--- src/rtl/aes_128_out_serializer.sv ---
// Captures 128-bit AES ciphertext blocks into a small block FIFO and streams them out MSW-first.
// Optional: define AES_OUT_BLK_CNT_EN to add blk_cnt, a count of fully transmitted blocks.
module aes_128_out_serializer #(
  parameter int DEPTH  = 2,
  parameter int WORD_W = 32
) (
  input  logic              clk,
  input  logic              rst_n,
  input  logic              blk_valid,
  input  logic [127:0]      blk_data,
  output logic              blk_ready,
  output logic              m_valid,
  output logic [WORD_W-1:0] m_data,
  output logic              m_last,
  input  logic              m_ready,
  output logic              overflow
`ifdef AES_OUT_BLK_CNT_EN
  ,
  output logic [31:0]       blk_cnt
`endif
);

  localparam int NW    = 128 / WORD_W;
  localparam int PTR_W = (DEPTH > 1) ? $clog2(DEPTH) : 1;
  localparam int CNT_W = $clog2(DEPTH + 1);
  localparam int IDX_W = (NW > 1) ? $clog2(NW) : 1;

  logic [127:0]      mem [DEPTH];
  logic [WORD_W-1:0] words [NW];

  logic [PTR_W-1:0] wr_ptr_q, wr_ptr_d;
  logic [PTR_W-1:0] rd_ptr_q, rd_ptr_d;
  logic [CNT_W-1:0] count_q, count_d;
  logic [IDX_W-1:0] word_idx_q, word_idx_d;
  logic             overflow_q, overflow_d;
`ifdef AES_OUT_BLK_CNT_EN
  logic [31:0]      blk_cnt_q, blk_cnt_d;
`endif

  logic push;
  logic pop_word;
  logic pop_last;
  logic idx_at_last;

  // Slice the head entry into words once; word_idx then selects among them.
  for (genvar gi = 0; gi < NW; gi++) begin : g_words
    assign words[gi] = mem[rd_ptr_q][127 - WORD_W*gi -: WORD_W];
  end

  assign idx_at_last = (word_idx_q == IDX_W'(NW - 1));
  assign blk_ready   = (count_q != CNT_W'(DEPTH));
  assign m_valid     = (count_q != '0);
  assign m_last      = m_valid && idx_at_last;
  assign m_data      = m_valid ? words[word_idx_q] : '0;
  assign overflow    = overflow_q;
`ifdef AES_OUT_BLK_CNT_EN
  assign blk_cnt     = blk_cnt_q;
`endif

  // Acceptance depends only on pre-edge occupancy, so a same-cycle final pop does not rescue a block.
  assign push     = blk_valid && blk_ready;
  assign pop_word = m_valid && m_ready;
  assign pop_last = pop_word && idx_at_last;

  always_comb begin
    wr_ptr_d   = wr_ptr_q;
    rd_ptr_d   = rd_ptr_q;
    count_d    = count_q;
    word_idx_d = word_idx_q;
    overflow_d = overflow_q | (blk_valid & ~blk_ready);
`ifdef AES_OUT_BLK_CNT_EN
    blk_cnt_d  = blk_cnt_q;
`endif

    if (push) begin
      wr_ptr_d = (wr_ptr_q == PTR_W'(DEPTH - 1)) ? '0 : wr_ptr_q + PTR_W'(1);
    end

    if (pop_word) begin
      if (pop_last) begin
        word_idx_d = '0;
        rd_ptr_d   = (rd_ptr_q == PTR_W'(DEPTH - 1)) ? '0 : rd_ptr_q + PTR_W'(1);
`ifdef AES_OUT_BLK_CNT_EN
        blk_cnt_d  = blk_cnt_q + 32'd1;
`endif
      end else begin
        word_idx_d = word_idx_q + IDX_W'(1);
      end
    end

    if (push && !pop_last) begin
      count_d = count_q + CNT_W'(1);
    end else if (!push && pop_last) begin
      count_d = count_q - CNT_W'(1);
    end
  end

  always_ff @(posedge clk or negedge rst_n) begin
    if (!rst_n) begin
      wr_ptr_q   <= '0;
      rd_ptr_q   <= '0;
      count_q    <= '0;
      word_idx_q <= '0;
      overflow_q <= 1'b0;
`ifdef AES_OUT_BLK_CNT_EN
      blk_cnt_q  <= '0;
`endif
    end else begin
      wr_ptr_q   <= wr_ptr_d;
      rd_ptr_q   <= rd_ptr_d;
      count_q    <= count_d;
      word_idx_q <= word_idx_d;
      overflow_q <= overflow_d;
`ifdef AES_OUT_BLK_CNT_EN
      blk_cnt_q  <= blk_cnt_d;
`endif
    end
  end

  // Storage carries no reset; contents are meaningless until written.
  always_ff @(posedge clk) begin
    if (push) begin
      mem[wr_ptr_q] <= blk_data;
    end
  end

endmodule

--- config.mk ---
export PLATFORM = sky130hd
export DESIGN_NAME = aes_128_out_serializer
export DESIGN_NICKNAME = d
export VERILOG_FILES = /design/src/rtl/aes_128_out_serializer.sv
export SDC_FILE = /design/constraint.sdc
export NUM_CORES = 1
export LEC_CHECK = 0
export ABC_AREA = 1
export CORE_MARGIN = 1
export CORE_UTILIZATION = 38
export CTS_BUF_LIST = sky130_fd_sc_hd__clkbuf_4
export DETAILED_ROUTE_END_ITERATION = 10
export PLACE_DENSITY = 0.57
export SLEW_MARGIN = 20
export SYNTH_ARGS = -nofsm -noshare
export SYNTH_HDL_FRONTEND = slang
export SYNTH_SLANG_ARGS = --single-unit
--- constraint.sdc ---
create_clock -name clk -period 9.4 [get_ports clk]
set_input_delay 0.94 -clock clk [delete_from_list [all_inputs] [get_ports clk]]
set_output_delay 0.94 -clock clk [all_outputs]
set_load 0.01 [all_outputs]
==> impl_results.md <==
- Num CTS Buffers: 74
- Synth top area share: 0.670
- Critical path cell sequence: inv_4, buf_6, nand2_1, nand3_1, nand2_1, nor2_1, nor2_1, clkdlybuf4s50_1
- Post-Syn Instances: 1,146
- Net count after synthesis: 1,280
- Gr usage total: 0.178
- Setup WS pre-CTS: 5.30 ns
- Hold/Removal Path Class: reg -> reg
- Max Transition Viols Final: 0
- Min-Delay Startpoint: count_q[0]$_DFFE_PN0P_
- CTS tree: built
- Later-pin clock latency in the skew report: 0.68 ns
- Dominant cell type by area after synthesis: edfxtp_1
- Gpl congestion: 0.756
- Max stage delay on crit path: 0.92 ns
- Hpwl dp: 15.5 mm
- Worst R2R Start: count_q[0]$_DFFE_PN0P_
- Worst-path clk slew: 0.07 ns
- Worst rel slew slack: 0.332
- Placeable Area: 0.0296 sq mm
- Critical Path RT: 8.46 ns
- Wirelength per Cell: 15.0 um
- Area contributors post-synth: edfxtp_1 67%, nand2_1 11%, inv_1 8.6%
- Crit-path slowest cell: dfrtp_4
- Setup ws final: 4.83 ns
- CTS resizes: 0
- CP bufs+invs: 3
- Drt total wl: 26.8 mm
- Max-cap viol count: 0
- Reg2reg setup slack: 6.51 ns
- Final setup fails: 0
- Horiz. Die Dim: 176 um
- Worst slew pin tran: 1.00 ns
- Cell count of the worst reg-to-reg path: 5
- Max Clock Skew: 0.0449 ns
- Antenna Nets Post-Route: 0
- Area occupied by multi-input gates: 0.00239 sq mm
- Fin. Hold Viols: 0
- DRC: 0
- Peak Freq: 219 MHz
- RSZ-0062 raised after global routing: false
- Die Span Y: 176 um
- Startpoint types: flip-flop
- WHS Path Cells: 1
- PwrDens: 308 mW/mm^2
- Critical Path Fanout Max: 98
- Netlist cell types: 16
- DRT Pass-1 Iters: 5
- First-pass GRT wire length: 42.0 mm
- Final nets: 1,481
- Filler cells: 2,777
- H-tree levels: 3
- Via/cell ratio: 4.51
- Pin count of the biggest net entering global routing: 99
- RR Endpoint: mem[1][46]$_DFFE_PP_
- Port bufs: 167
- Share of cells above drive strength 1: 0.0953
- Hold_ws: 0.510 ns
- TritonCTS Sinks: 263
- Root buf cell: clkbuf_4
- Cts hold-fix bufs: 0
- Max IR drop VDD: 0.163 mV
- Via count: 8,075
- Outcome: completed
- Area growth syn-to-layout: 26.2%
- Final period util: 0.486
- Area occupied by registers: 0.00787 sq mm
- Remaining global-route overflow: 0
- Post-CTS Setup Inserts: 0
- Clock tree buffer depth: 3
- Worst path arrival time: 3.63 ns
- Ys Warns: 0
- # IOs: 168
- Final TNS setup: 0 ns
- Register area share after synthesis: 0.685
- Setup crit end kind: output port
- Leak Pwr: 6.48 nW
- Mean post-synth cell area: 10.0 sq um
- Core Rows: 63
- Syn Std Cell Area: 0.0115 sq mm
- Crit path max-delay family: buffers and inverters
- Crit path kind: reg -> out
- Vias in the first global route: 7,940
- Die ar.: 0.0309 sq mm
- Fin crit period: 4.57 ns
- Initial antenna violation count: 4
- Hold Crit Endpoint: count_q[0]$_DFFE_PN0P_
- Yosys reg bits: 263
- Starting Density: 0.387
- Initial DRC Count: 527
-- placed cells by master, fill, tap and decap left out, drive strengths merged --
master,n
clkinv,10
dfrtp,7
ha,2
clkdlybuf4s50,167
diode,3
clkbuf,110
nor2,71
xnor2,2
bufinv,4
buf,10
nand3,161
xor2,1
o21ai,3
a31o,1
inv,265
nand2,325
a21oi,1
edfxtp,256
-- how the worst max path moves through the flow --
stage	from	to	slack, ns	cells after the start
3_3_place_gp	rd_ptr_q$_DFFE_PN0P_	m_data[3]	5.34	8
2_1_floorplan	blk_valid	mem[1][0]$_DFFE_PP_	2.41	2
4_1_cts	rd_ptr_q$_DFFE_PN0P_	m_data[24]	4.55	8
3_5_place_dp	rd_ptr_q$_DFFE_PN0P_	m_data[24]	5.30	8
5_1_grt	rd_ptr_q$_DFFE_PN0P_	m_data[11]	4.48	8
6_report	rd_ptr_q$_DFFE_PN0P_	m_data[25]	4.83	8
-- logic make-up after synthesis --
kind of cell             synth area share
adder cells (fa/ha/maj)           0.00218
AND/OR/NAND/NOR                     0.200
AO/OA/AOI/OAI                     0.00251
XOR/XNOR                          0.00229
flip-flops                          0.685
buffers and inverters               0.108
-- stage by stage --
step | total power [mW] | std cells | util | instance area [sq um]
CTS | 4.54 | 1786 | 0.488 | 14500
floorplan | 2.78 | 1146 | - | 11500
finish | 4.46 | 1789 | 0.489 | 14500
global route | 4.79 | 1788 | 0.489 | 14500
detailed placement | 3.42 | 1661 | 0.455 | 13500
global placement | 3.41 | 1661 | 0.455 | 13500
-- power breakdown --
| part | internal (mW) | leakage, nW | switching, mW | total (mW) |
|---|---|---|---|---|
| Combinational | 0.619 | 3.44 | 1.04 | 1.66 |
| Clock | 0.639 | 0.583 | 0.458 | 1.10 |
| Sequential | 1.60 | 2.45 | 0.103 | 1.70 |
-- routing by layer --
| layer | up-vias | track usage | wire length [um] |
|---|---|---|---|
| met4 | 4 | 0.0685 | 623 |
| met3 | 59 | 0.0481 | 1790 |
| met1 | 3727 | 0.232 | 11900 |
| met5 | - | 0 | 27 |
| met2 | 252 | 0.283 | 12400 |
| li1 | 4033 | - | - |
-- cell usage after synthesis --
| cell type | instances |
|---|---|
| dfrtp_1 | 7 |
| edfxtp_1 | 256 |
| clkbuf_1 | 6 |
| nor2_1 | 71 |
| xnor2_1 | 2 |
| inv_1 | 263 |
| nand2_1 | 325 |
| a21oi_1 | 1 |
| buf_1 | 2 |
| a31o_2 | 1 |
| inv_2 | 1 |
| ha_1 | 2 |
| nand3_1 | 161 |
| buf_2 | 44 |
| xor2_1 | 1 |
| o21ai_0 | 3 |
-- registers in the layout, indices dropped and copies added (netlist names) --
| register | count |
|---|---|
| mem | 256 |
| count_q | 2 |
| word_idx_q | 2 |
| overflow | 1 |
| rd_ptr_q | 1 |
| wr_ptr_q | 1 |
-- layout make-up --
cell class / instances / area share
antenna: 3 / 0.000518
clock inverter: 15 / 0.0111
multi-input combinational: 567 / 0.165
clock buffer: 110 / 0.0570
tap: 390 / 0.0337
inverter: 264 / 0.0686
timing repair buffer: 177 / 0.121
sequential: 263 / 0.543
No activity file was read; power rests on OpenSTA's default activity.
